## src/rtl/mult_pkg.sv

```systemverilog
// +--------------------------------------------------------------------+
// | mult_pkg : shared FSM state type and Booth encodings  (rev 1.0)    |
// +--------------------------------------------------------------------+
`default_nettype none

package mult_pkg;

  typedef enum logic [1:0] {
    IDLE = 2'd0,
    CALC = 2'd1,
    DONE = 2'd2
  } mult_state_t;

  localparam logic [1:0] BOOTH_ADD = 2'b01;
  localparam logic [1:0] BOOTH_SUB = 2'b10;

endpackage

`default_nettype wire

```

## src/rtl/module_booth_step.sv

```systemverilog
// +--------------------------------------------------------------------+
// | module_booth_step : one combinational radix-2 Booth iteration      |
// | rev 1.0                                                            |
// +--------------------------------------------------------------------+
`default_nettype none

module module_booth_step
  import mult_pkg::*;
#(
  parameter int WIDTH = 4
) (
  input  logic [WIDTH:0]   acc_i,
  input  logic [WIDTH-1:0] q_i,
  input  logic             q1_i,
  input  logic [WIDTH:0]   m_i,
  output logic [WIDTH:0]   acc_o,
  output logic [WIDTH-1:0] q_o,
  output logic             q1_o
);

  logic [WIDTH:0] w_sum;

  always_comb begin
    unique case ({q_i[0], q1_i})
      BOOTH_ADD: w_sum = acc_i + m_i;
      BOOTH_SUB: w_sum = acc_i - m_i;
      default:   w_sum = acc_i;
    endcase
  end

  // Arithmetic shift of {ACC, Q, q_1} by one position
  assign acc_o = {w_sum[WIDTH], w_sum[WIDTH:1]};
  assign q_o   = {w_sum[0], q_i[WIDTH-1:1]};
  assign q1_o  = q_i[0];

endmodule

`default_nettype wire

```

## src/rtl/module_mult_booth_seq.sv

```systemverilog
// +--------------------------------------------------------------------+
// | module_mult_booth_seq : sequential signed radix-2 Booth multiplier |
// | Option macro: MULT_BOOTH_ZERO_SKIP_EN            rev 1.0           |
// +--------------------------------------------------------------------+
`default_nettype none

module module_mult_booth_seq
  import mult_pkg::*;
#(
  parameter int WIDTH = 4
) (
  input  logic                 clk,
  input  logic                 rst,
  input  logic                 start,
  input  logic [WIDTH-1:0]     a,
  input  logic [WIDTH-1:0]     b,
  output logic                 busy,
  output logic                 done,
  output logic [2*WIDTH-1:0]   product
);

  localparam int                CNT_W    = $clog2(WIDTH + 1);
  localparam logic [CNT_W-1:0]  CNT_LAST = CNT_W'(WIDTH);

  mult_state_t        state_q, state_d;
  logic [WIDTH:0]     acc_q, acc_d;
  logic [WIDTH:0]     m_q, m_d;
  logic [WIDTH-1:0]   q_q, q_d;
  logic               q1_q, q1_d;
  logic [CNT_W-1:0]   cnt_q, cnt_d;
  logic [2*WIDTH-1:0] product_q, product_d;
  logic               busy_q, busy_d;
  logic               done_q, done_d;

  logic [WIDTH:0]     w_acc_nx;
  logic [WIDTH-1:0]   w_q_nx;
  logic               w_q1_nx;
  logic               w_accept;
  logic               w_skip;

  assign w_accept = start && (state_q != CALC);

`ifdef MULT_BOOTH_ZERO_SKIP_EN
  assign w_skip = (a == '0) || (b == '0);
`else
  assign w_skip = 1'b0;
`endif

  module_booth_step #(.WIDTH(WIDTH)) u_step (
    .acc_i (acc_q),
    .q_i   (q_q),
    .q1_i  (q1_q),
    .m_i   (m_q),
    .acc_o (w_acc_nx),
    .q_o   (w_q_nx),
    .q1_o  (w_q1_nx)
  );

  always_ff @(posedge clk) begin
    if (rst) begin
      state_q   <= IDLE;
      acc_q     <= '0;
      m_q       <= '0;
      q_q       <= '0;
      q1_q      <= 1'b0;
      cnt_q     <= '0;
      product_q <= '0;
      busy_q    <= 1'b0;
      done_q    <= 1'b0;
    end else begin
      state_q   <= state_d;
      acc_q     <= acc_d;
      m_q       <= m_d;
      q_q       <= q_d;
      q1_q      <= q1_d;
      cnt_q     <= cnt_d;
      product_q <= product_d;
      busy_q    <= busy_d;
      done_q    <= done_d;
    end
  end

  always_comb begin
    state_d   = state_q;
    acc_d     = acc_q;
    m_d       = m_q;
    q_d       = q_q;
    q1_d      = q1_q;
    cnt_d     = cnt_q;
    product_d = product_q;
    unique case (state_q)
      IDLE, DONE: begin
        if (start) begin
          m_d     = {a[WIDTH-1], a};
          q_d     = b;
          q1_d    = 1'b0;
          acc_d   = '0;
          cnt_d   = '0;
          state_d = CALC;
          // Zero operand: one silent CALC cycle whose exit yields a zero product
          if (w_skip) begin
            q_d   = '0;
            cnt_d = CNT_LAST;
          end
        end else if (state_q == DONE) begin
          state_d = IDLE;
        end
      end
      CALC: begin
        if (cnt_q == CNT_LAST) begin
          product_d = {acc_q[WIDTH-1:0], q_q};
          state_d   = DONE;
        end else begin
          acc_d = w_acc_nx;
          q_d   = w_q_nx;
          q1_d  = w_q1_nx;
          cnt_d = cnt_q + CNT_W'(1);
        end
      end
      default: state_d = IDLE;
    endcase
  end

  always_comb begin
    busy_d = (state_d == CALC) && !(w_accept && w_skip);
    done_d = (state_d == DONE);
  end

  assign busy    = busy_q;
  assign done    = done_q;
  assign product = product_q;

endmodule

`default_nettype wire

```

## config.mk

```make
export PLATFORM = sky130hd
export DESIGN_NAME = module_mult_booth_seq
export DESIGN_NICKNAME = d
export VERILOG_FILES = /design/src/rtl/mult_pkg.sv /design/src/rtl/module_booth_step.sv /design/src/rtl/module_mult_booth_seq.sv
export SDC_FILE = /design/constraint.sdc
export NUM_CORES = 1
export LEC_CHECK = 0
export ABC_AREA = 0
export BUFFER_PORTS_ARGS = -buffer_cell sky130_fd_sc_hd__buf_2
export CORE_ASPECT_RATIO = 0.75
export CORE_MARGIN = 1
export CORE_UTILIZATION = 55
export DETAILED_ROUTE_END_ITERATION = 7
export PLACE_DENSITY = 0.78
export SLEW_MARGIN = 20
export SYNTH_ARGS = -nofsm -noshare
export SYNTH_HDL_FRONTEND = slang
export SYNTH_SLANG_ARGS = --single-unit
```

## constraint.sdc

```tcl
create_clock -name clk -period 4.4 [get_ports clk]
set_input_delay 0.22 -clock clk [delete_from_list [all_inputs] [get_ports clk]]
set_output_delay 0.22 -clock clk [all_outputs]
set_load 0.05 [all_outputs]
```

Word level (Yosys, flattened, before mapping)

Cells that the tools add are included.

Add/subtract/negate cells: 3
Eq/ne operators: 9
Mux-type cells: 17
Reductions and logical operators: 6

Operator list:

| cell                | number |
|---|---|
| $pmux 5 s2          | 2 |
| $mux 5              | 2 |
| $mux 4              | 2 |
| $pmux 4 s2          | 1 |
| $eq 2x1->1 const B  | 3 |
| $eq 2x2->1 const B  | 3 |
| $mux 2              | 3 |
| $mux 3              | 2 |
| $pmux 3 s2          | 1 |
| $add 5x5->5         | 1 |
| $sub 5x5->5         | 1 |
| $ne 2x2->1 const B  | 2 |
| $pmux 2 s2          | 1 |
| $reduce_and 2->1    | 2 |
| $add 3x1->3 const B | 1 |
| $eq 3x3->1 const B  | 1 |
| $reduce_and 3->1    | 1 |
| $logic_not 2->1     | 1 |
| $mux 1              | 2 |
| $pmux 1 s2          | 1 |
| $reduce_bool 2->1   | 1 |
| $reduce_or 2->1     | 1 |

Register bits: 29
Input port bits: 11
Output and inout bits: 10

Depth between registers and ports, before layout

Gate-level depths: netlist of run 1.

Word-level depth: 5
Depth in mapped cells: 10
Depth with buffers taken out: 10

Cells and area by module

Synthesis of run 1 repeated with hierarchy kept, for this count alone.

Cell total of the unflattened synthesis: 184
Area total of the unflattened synthesis: 1521.5 sq um

By module, submodules not included:

| module                | instances | cells each | area an instance (sq um) | sequential area each (sq um) |
|---|---|---|---|---|
| module_mult_booth_seq | 1         | 137        | 1169.9                   | 580.6 |
| module_booth_step     | 1         | 47         | 351.6                    | 0.0 |

Worst setup path before layout of run 1

No wires, ideal clock.

Path type: register to register
From: register m_q[0]
To: register acc_q[3]
Library setup time: 0.070 ns
Data arrival time: 2.223 ns
Slack: 2.107 ns
Cell stages (with the launch flop): 10
Buffers on the path: 0
Cell sequence: dfxtp_1 > inv_1 > ha_1 > mux2_2 > fa_1 > nand2b_1 > a21oi_2 > xnor2_1 > or4_1 > a21oi_1

Cells in the longest elaborated chain, start to end: 4

Ends and longest elaborated chain:

| item                                       | line                                             | source |
|---|---|---|
| start, declared                            | module_mult_booth_seq.sv:27                      | `logic [WIDTH:0] m_q, m_d;` |
| start signal, assigned                     | module_mult_booth_seq.sv:73                      | `m_q <= m_d;` |
| $sub 5x5->5 or $add 5x5->5 (tied branches) | module_booth_step.sv:26, module_booth_step.sv:25 |  |
| $pmux 5 s2 (*)                             | module_booth_step.sv:24                          | `unique case ({q_i[0], q1_i})` |
| $mux 5 (*)                                 | module_mult_booth_seq.sv:110                     | `if (cnt_q == CNT_LAST) begin` |
| $pmux 5 s2 (*)                             | module_mult_booth_seq.sv:91                      | `unique case (state_q)` |
| end signal, assigned                       | module_mult_booth_seq.sv:62                      | `acc_q <= '0;` |
| end signal, assigned                       | module_mult_booth_seq.sv:72                      | `acc_q <= acc_d;` |
| end, declared                              | module_mult_booth_seq.sv:26                      | `logic [WIDTH:0] acc_q, acc_d;` |

Every way passes the cells marked *; elsewhere a longest branch is shown, timed or not. The select of a mux whose other input is x is not followed.
A chain may end at the register's enable or synchronous reset.

Final worst setup path of run 1

From: register q_q[0]
To: register acc_q[3]

Cells in the longest elaborated chain, start to end: 4

Ends and longest elaborated chain:

| item                                     | line                         | source |
|---|---|---|
| start, declared                          | module_mult_booth_seq.sv:28  | `logic [WIDTH-1:0] q_q, q_d;` |
| start signal, assigned                   | module_mult_booth_seq.sv:74  | `q_q <= q_d;` |
| $eq 2x2->1 or $eq 2x1->1 (tied branches) | module_booth_step.sv:24      |  |
| $pmux 5 s2 (*)                           | module_booth_step.sv:24      |  |
| $mux 5 (*)                               | module_mult_booth_seq.sv:110 |  |
| $pmux 5 s2 (*)                           | module_mult_booth_seq.sv:91  |  |

Marked as above.

==> qor.txt, run 1 <==
status: completed
hold-fix buffers at CTS: 0
worst path bufs/invs: 0
Layout area overhead: 9.833%
Setup TNS: 0 ns
FFs w/ async S/R, synth: 0%
largest net degree at the start of global routing: 29
DP Wirelength: 1979 um
first-pass GRT wire length: 4195 um
min Tclk post-route: 2.497 ns
most common cell after layout, fill and taps aside: nand2_1
Crit Path Category: flop to flop
Clock Latency Late Sink: 0.32 ns
largest family of logic cells by synthesized area: simple AND/OR/NAND/NOR gates
Detail Route Antenna Nets: 0
Post-CTS Resized: 0
Final Max Tran Viols: 0
worst-case clock buffer depth: 2
static leakage: 0.5941 nW
total number of vias: 1,134
full die area: 2656 um^2
Yosys top cell by area: dfxtp_1
RSZ-0062 raised after global routing: no
predominant post-synthesis flop cell: dfxtp_1
maxcap violations: 0
Critical Path Sink Type: flop
diode count: 0
Critical Path AT: 2.76 ns
H-tree depth: 1
1st-iter DRT viols: 39
Worst setup SP type: flop
worst-path maximum fanout: 5
Tot GR Track Use: 21.09%
Seq cells post-synth: 28
Area contributors post-synth: dfxtp_1 (42%), a21oi_1 (10%), nand2_1 (10%)
final WL: 2626 um
# nets final: 208
Register Area: 560.5 um^2
synth unique cells: 29
adder-cell share of the synthesized area: 8.905%
CP Cell Sequence: ha_1 > mux2_2 > fa_1 > nand2b_1 > a21oi_2 > xnor2_1 > or4_1 > a21oi_1
vias in the first global route: 930
clock slew at reported path FFs: 0.14 ns
core area: 2308 um^2
power per cell area: 314.9 nW/um^2
post-synth top area share: 41.56%
Post-Synthesis Cells: 170
synthesis warning total: 0
final instance area: 1481 um^2
most frequent cells in the layout: nand2_1 (36), dfxtp_1 (28), a21oi_1 (27), buf_2 (20), nor2_1 (18)
Root Buffer: clkbuf_4
placed cell area: 1459 um^2
GPL Wtd Cong: 0.8432
die height: 44.89 um
Worst EP required: 4.66 ns
I/O pin count: 21
crit-path max cell delay: 0.44 ns
Slew headroom: 42.56%
final core occ: 64.17%
Slowest cell on crit path: fa_1
PortBufs: 20
Synth Net Count: 190
worst slew pin tran: 0.8598 ns
syn_area_per_cell: 7.934 um^2
total gr overflow: 0
via-per-instance ratio: 5.155
Die X: 59.18 um
row count: 15
Highest Clock Rate: 0.4004 GHz
Sinks on Clock Net: 28
TritonCTS clock tree: built
Final setup viols: 0
post-synthesis simple-gate area fraction: 21.15%
Setup Buffers After CTS: 0
XOR/XNOR Fraction of Synth Area: 4.545%
Seq/Total Area, Yosys: 41.56%
layout cells sized above 1: 14.52%
initial antenna violation count: 0
Synth Area in Compound Gates: 17.81%
TritonCTS buffer count: 3
area occupied by multi-input gates: 718.2 um^2
routed len/inst: 11.94 um
Clock Skew: 0.005721 ns
maximum vdd drop: 0.2336 mV
Filler cells: 225
mux contribution to synthesized area: 0.8349%
DRT Pass-1 Iters: 4
Mapped Area: 1349 um^2
Tightest Hold Check Type: primary input to flop
Initial Util: 58.43%
fin crit share: 56.76%
number of flops mapped to enable cells by yosys: 0
# DRC: 0
Hold Fails Final Rpt: 0
crit-path leading delay family: adder cells
## flip-flops by register name, indices dropped and copies added (netlist names), 2 cells and up
name,flops
product,8
cnt_q,3
acc_q,4
q_q,4
m_q,4
state_q,2
## area by class of cell
type	count	share of cell area (%)
Clock buffer	3	1.520
Multi-Input combinational cell	125	48.48
Tap cell	34	2.872
Sequential cell	28	37.84
Inverter	10	2.534
Timing Repair Buffer	20	6.757
## power by group
part / internal [W] / total, W / switching, W
clock: 0.0000321 / 0.000101 / 0.0000685
combinational: 0.0000391 / 0.0000958 / 0.0000566
sequential: 0.000262 / 0.000270 / 0.00000780
## path summary, 6_finish.rpt
check / slack [ns] / from / depth (start not counted) / to
worst max-delay path: 1.90 / q_q[0] / 8 / acc_q[3]
worst max register to register: 1.90 / q_q[0] / 8 / acc_q[3]
worst min-delay path: 0.12 / a[3] / 3 / m_q[3]
worst min register to register: 0.46 / product[4] / 2 / product[4]
## cells in the mapped netlist, types with 2 or more instances
cell and instances:
xor2_1 3, ha_1 8, inv_1 10, a221oi_1 2, o21ai_0 3, nor2_1 18, xnor2_1 4, dfxtp_1 28
a21oi_2 2, buf_2 2, buf_1 2, nand2_1 36, nand2b_1 4, nor3_1 5, o211ai_1 2, a21oi_1 27
clkbuf_1 2
## cells by family (layout without fill, tap and decap cells)
group | after synthesis | count (layout)
multiplexers | 1 | 1
AND/OR/NAND/NOR | 68 | 68
AO/OA/AOI/OAI | 40 | 40
buffers and inverters | 17 | 33
flip-flops | 28 | 28
XOR/XNOR | 7 | 7
adder cells (fa/ha/maj) | 9 | 9
## tightest hold or removal path, stage by stage
cell and delay [ns]:
buf_2 0.10, nand2_1 0.05, a21oi_1 0.05
## metal layers
metal	vias up	global-route usage [%]	share of wire [%]
met1	518	28.44	49
met5	-	0	0
met4	0	4.286	0.57
met3	2	5.158	3.6
met2	20	34.61	47
li1	594	-	-
## per-stage QoR
stage / hold WS (ns) / power (W) / std cells / worst slack, ns
3_3_place_gp: 0.4388 / 0.0003653 / 217 / 2.063
4_1_cts: 0.1169 / 0.0004691 / 220 / 1.894
3_5_place_dp: 0.4431 / 0.0003710 / 217 / 1.929
5_1_grt: 0.1037 / 0.0004918 / 220 / 1.788
2_1_floorplan: 0.3560 / 0.0003504 / 170 / 2.107
6_report: 0.1180 / 0.0004665 / 220 / 1.903
No activity file was read; power rests on OpenSTA's default activity.
==> run 2, diff against run 1 <==
==> constraint.sdc (replaced) <==
create_clock -name clk -period 2.4 [get_ports clk]
set_input_delay 0.12 -clock clk [delete_from_list [all_inputs] [get_ports clk]]
set_output_delay 0.12 -clock clk [all_outputs]
set_load 0.05 [all_outputs]
==> qor.txt, run 2 (synthesized netlist as in run 1, its figures left out) <==
layout cells sized above 1: 22.80%
Seq pwr share: 52.8%
switching share of power: 29.02%
power per cell area: 596.9 nW/um^2
static leakage: 0.6392 nW
largest net degree at the start of global routing: 29
via-per-instance ratio: 5.485
max reg flops: 8
CP most frequent cell: a21oi_2
Tot GR Track Use: 24.40%
internal power: 0.0006685 W
clock slew at reported path FFs: 0.14 ns
sw power: 0.0002733 W
RSZ-0062 raised after global routing: yes
Tightest Hold Check Type: primary input to flop
PortBufs: 20
I/O pin count: 21
TritonCTS buffer count: 3
pre-CTS WS: -0.07891 ns
clock share of power: 24.4%
full die area: 2656 um^2
# DRC: 0
vias in the first global route: 1,048
CP Cell Sequence: inv_1 > ha_2 > mux2_4 > fa_2 > nand2b_4 > a21oi_2 > xnor2_1 > or4_1 > a21oi_2
Final setup viols: 1
Layout area overhead: 16.98%
final WL: 3318 um
DRT Pass-1 Iters: 4
Crit Path Category: flop to flop
TritonCTS clock tree: built
status: finished with violations
failing checks: setup timing
total gr overflow: 0
row count: 15
total number of vias: 1,245
Die X: 59.18 um
Clock Latency Late Sink: 0.33 ns
crit-path leading delay family: simple AND/OR/NAND/NOR gates
first-pass GRT wire length: 4657 um
min Tclk post-route: 2.469 ns
GPL Wtd Cong: 0.8592
Slew headroom: 65.12%
worst-case clock buffer depth: 2
area occupied by multi-input gates: 750.7 um^2
Initial Util: 58.43%
DP Wirelength: 2184 um
fin crit share: 102.9%
Highest Clock Rate: 0.4051 GHz
Worst EP required: 2.68 ns
maxcap violations: 0
worst slew pin tran: 0.5213 ns
final setup margin: -0.06877 ns
Gate power share: 22.8%
Filler cells: 207
initial antenna violation count: 0
Slowest cell on crit path: or4_1
Detail Route Antenna Nets: 0
Sinks on Clock Net: 28
Hold WS: 0.004331 ns
hold-fix buffers at CTS: 0
# nets final: 214
routed len/inst: 14.62 um
Clock Skew: 0.003212 ns
most common cell after layout, fill and taps aside: nand2_1
worst-path maximum fanout: 2
Critical Path AT: 2.74 ns
total chip power: 0.0009418 W
maximum vdd drop: 0.4121 mV
crit-path max cell delay: 0.50 ns
Hold Fails Final Rpt: 0
Worst setup SP type: flop
worst path bufs/invs: 1
Register Area: 565.5 um^2
die height: 44.89 um
most frequent cells in the layout: nand2_1 (36), a21oi_1 (26), dfxtp_1 (24), buf_2 (20), nor2_1 (18)
H-tree depth: 1
Final Max Tran Viols: 0
Root Buffer: clkbuf_4
1st-iter DRT viols: 64
Critical Path Sink Type: flop
core area: 2308 um^2
diode count: 0
==> run 2: cell count changes in the layout (fill, tap and decap cells not counted), sizes merged <==
| cell | change |
|---|---|
| buf | +6 |
| clkbuf | +1 |
==> run 2: power by group through the flow <==
stage          clock network, W  logic, W  registers [W]
2_1_floorplan                 0  0.000136       0.000507
3_3_place_gp                  0  0.000171       0.000503
3_5_place_dp                  0  0.000182       0.000505
4_1_cts                0.000230  0.000184       0.000496
5_1_grt                0.000250  0.000232       0.000499
6_report               0.000230  0.000215       0.000497
==> run 2: routing by layer <==
metal,up-vias,global-route usage [%],part of all wire [%]
met4,0,10.95,3.2
met5,-,0,0
met1,573,28.11,40
met3,16,5.158,5.2
met2,49,43.82,52
li1,607,-,-
==> run 2: repair_timing <==
action                                  in CTS  in global routing
pin swaps                                    0                  6
gates resized for setup                      3                  8
endpoints found under the setup margin       1                  1
gates cloned                                 0                  0
setup buffers                                0                  3
==> run 2: path summary, 6_finish.rpt <==
kind	from	to	slack, ns	cells after the start
max reg2reg	q1_q	acc_q[3]	-0.07	9
min reg2reg	product[5]	product[5]	0.46	2
max	q1_q	acc_q[3]	-0.07	9
min	a[2]	m_q[2]	0.004	3
==> run 2: worst min-delay path, stage by stage <==
cell     delay, ns
buf_2         0.10
nand2_1       0.04
a21oi_1       0.05
==> run 2: metrics by stage <==
step           instance area, um^2  cells  setup TNS, ns  util [%]
2_1_floorplan                 1349    170              0         -
3_3_place_gp                  1481    220              0     64.17
3_5_place_dp                  1481    220       -0.07891     64.17
4_1_cts                       1523    224              0     65.96
5_1_grt                       1578    227        -0.1159     68.35
6_report                      1578    227       -0.06877     68.35
==> run 2: layout make-up <==
type | instances | area share [%]
repair buffers | 26 | 9.199
multi-input cells | 125 | 47.58
flip-flops and latches | 28 | 35.84
well taps | 34 | 2.696
clock buffers | 4 | 2.300
inverters | 10 | 2.379
==> run 3, diff against run 2 <==
--- a/config.mk
+++ b/config.mk
@@ -8,7 +8,7 @@
 export ABC_AREA = 0
 export BUFFER_PORTS_ARGS = -buffer_cell sky130_fd_sc_hd__buf_2
 export CORE_ASPECT_RATIO = 0.75
-export CORE_MARGIN = 1
+export CORE_MARGIN = 2
 export CORE_UTILIZATION = 55
 export DETAILED_ROUTE_END_ITERATION = 7
 export PLACE_DENSITY = 0.78
==> qor.txt, run 3 (synthesized netlist as in run 1, its figures left out) <==
worst-case clock buffer depth: 2
HP Start: a[2]
# nets final: 211
Slew headroom: 65.67%
Detail Route Antenna Nets: 0
largest net degree at the start of global routing: 29
status: completed
Initial Util: 58.43%
core area: 2308 um^2
Hold Path Cell Cnt: 3
worst-path maximum fanout: 2
clock slew at reported path FFs: 0.14 ns
most common cell after layout, fill and taps aside: nand2_1
GPL Wtd Cong: 0.8867
CP Cell Sequence: inv_1 > ha_2 > mux2_4 > fa_2 > nand2b_4 > a21oi_4 > xnor2_2 > or4_4 > a21oi_2
TritonCTS buffer count: 3
R2R cell count: 9
Final setup viols: 0
final instance area: 1563 um^2
reg2reg start: q1_q
DRT Pass-1 Iters: 4
WHS Endpoint: m_q[2]
Slowest cell on crit path: or4_4
Post-Layout Cell Count: 223
Worst EP required: 2.67 ns
H-tree depth: 1
Highest Clock Rate: 0.4277 GHz
total number of vias: 1,189
most frequent cells in the layout: nand2_1 (36), a21oi_1 (26), dfxtp_1 (24), buf_2 (20), nor2_1 (18)
fin crit share: 97.42%
placed cell area: 1481 um^2
crit-path max cell delay: 0.42 ns
Worst setup SP type: flop
DP Wirelength: 2019 um
initial antenna violation count: 0
TritonCTS clock tree: built
FF-to-FF End: acc_q[3]
min Tclk post-route: 2.338 ns
Critical Path Sink Type: flop
hold-fix buffers at CTS: 0
row count: 15
Final Max Tran Viols: 0
Critical Path AT: 2.61 ns
Crit Path Category: flop to flop
diode count: 0
cell count after placement: 220
vias in the first global route: 1,005
die height: 46.89 um
Setup TNS: 0 ns
I/O pin count: 21
Hold WS: 0.02396 ns
via-per-instance ratio: 5.332
Root Buffer: clkbuf_4
Clock Skew: 0.003873 ns
maxcap violations: 0
full die area: 2868 um^2
Layout area overhead: 15.86%
Die X: 61.18 um
power per cell area: 574.2 nW/um^2
final WL: 2929 um
routed len/inst: 13.13 um
1st-iter DRT viols: 67
Hold Fails Final Rpt: 0
total gr overflow: 0
PortBufs: 20
first-pass GRT wire length: 4609 um
Setup Buffers After CTS: 0
Clock Latency Late Sink: 0.33 ns
# DRC: 0
total chip power: 0.0008974 W
static leakage: 0.6257 nW
Sinks on Clock Net: 28
worst slew pin tran: 0.5131 ns
Tot GR Track Use: 22.27%
maximum vdd drop: 0.4861 mV
Tightest Hold Check Type: primary input to flop
max reg flops: 8
R2R setup slack: 0.06 ns
layout cells sized above 1: 22.75%
## run 3: worst max-delay path: cells and delay by family (launching register included)
family          cells  cell delay, ns
fa+ha+maj           2            0.60
simple gates        2            0.58
flops               1            0.35
mux                 1            0.33
compound gates      2            0.28
xor+xnor            1            0.08
buf+inv             1            0.06
## run 3: where the power goes
part | leakage [nW] | internal [W] | switching (W)
combinational | 0.382 | 0.0000930 | 0.000119
clock | 0.0138 | 0.0000590 | 0.000130
sequential | 0.230 | 0.000481 | 0.0000153
total | 0.626 | 0.000633 | 0.000264
## run 3: worst max-delay path by stage
stage | cells past startpoint | end | start
floorplan | 9 | acc_q[3] | m_q[0]
global placement | 9 | acc_q[3] | m_q[1]
detailed placement | 9 | acc_q[3] | m_q[1]
CTS | 9 | acc_q[3] | m_q[0]
global route | 9 | acc_q[3] | m_q[0]
finish | 9 | acc_q[3] | q1_q
## run 3: layout make-up
type | instances | area, um^2
clock buffers | 3 | 22.52
fillers | 207 | 745.7
inverters | 10 | 37.54
multi-input cells | 125 | 769.5
flip-flops and latches | 28 | 568.0
well taps | 34 | 42.54
repair buffers | 23 | 122.6
## run 3: metrics by stage
step | utilization (%) | setup slack [ns]
2_1_floorplan | - | 0.1069
3_3_place_gp | 64.17 | 0.08923
3_5_place_dp | 64.17 | -0.01271
4_1_cts | 65.42 | 0.04359
5_1_grt | 67.70 | -0.02560
6_report | 67.70 | 0.06197
## run 3: per-layer routing
metal | vias to the layer above | track usage [%] | routed length [um]
met5 | - | 0 | 0
met3 | 6 | 5.785 | 170
li1 | 602 | - | -
met1 | 539 | 29.39 | 1296
met4 | 0 | 2.609 | 28
met2 | 42 | 38.30 | 1434
## run 3: timing repair
action / CTS / global route
resized for setup: 4 / 13
setup endpoints to repair: 1 / 1
pin swaps: 0 / 4
endpoints found under the hold margin: 0 / 0
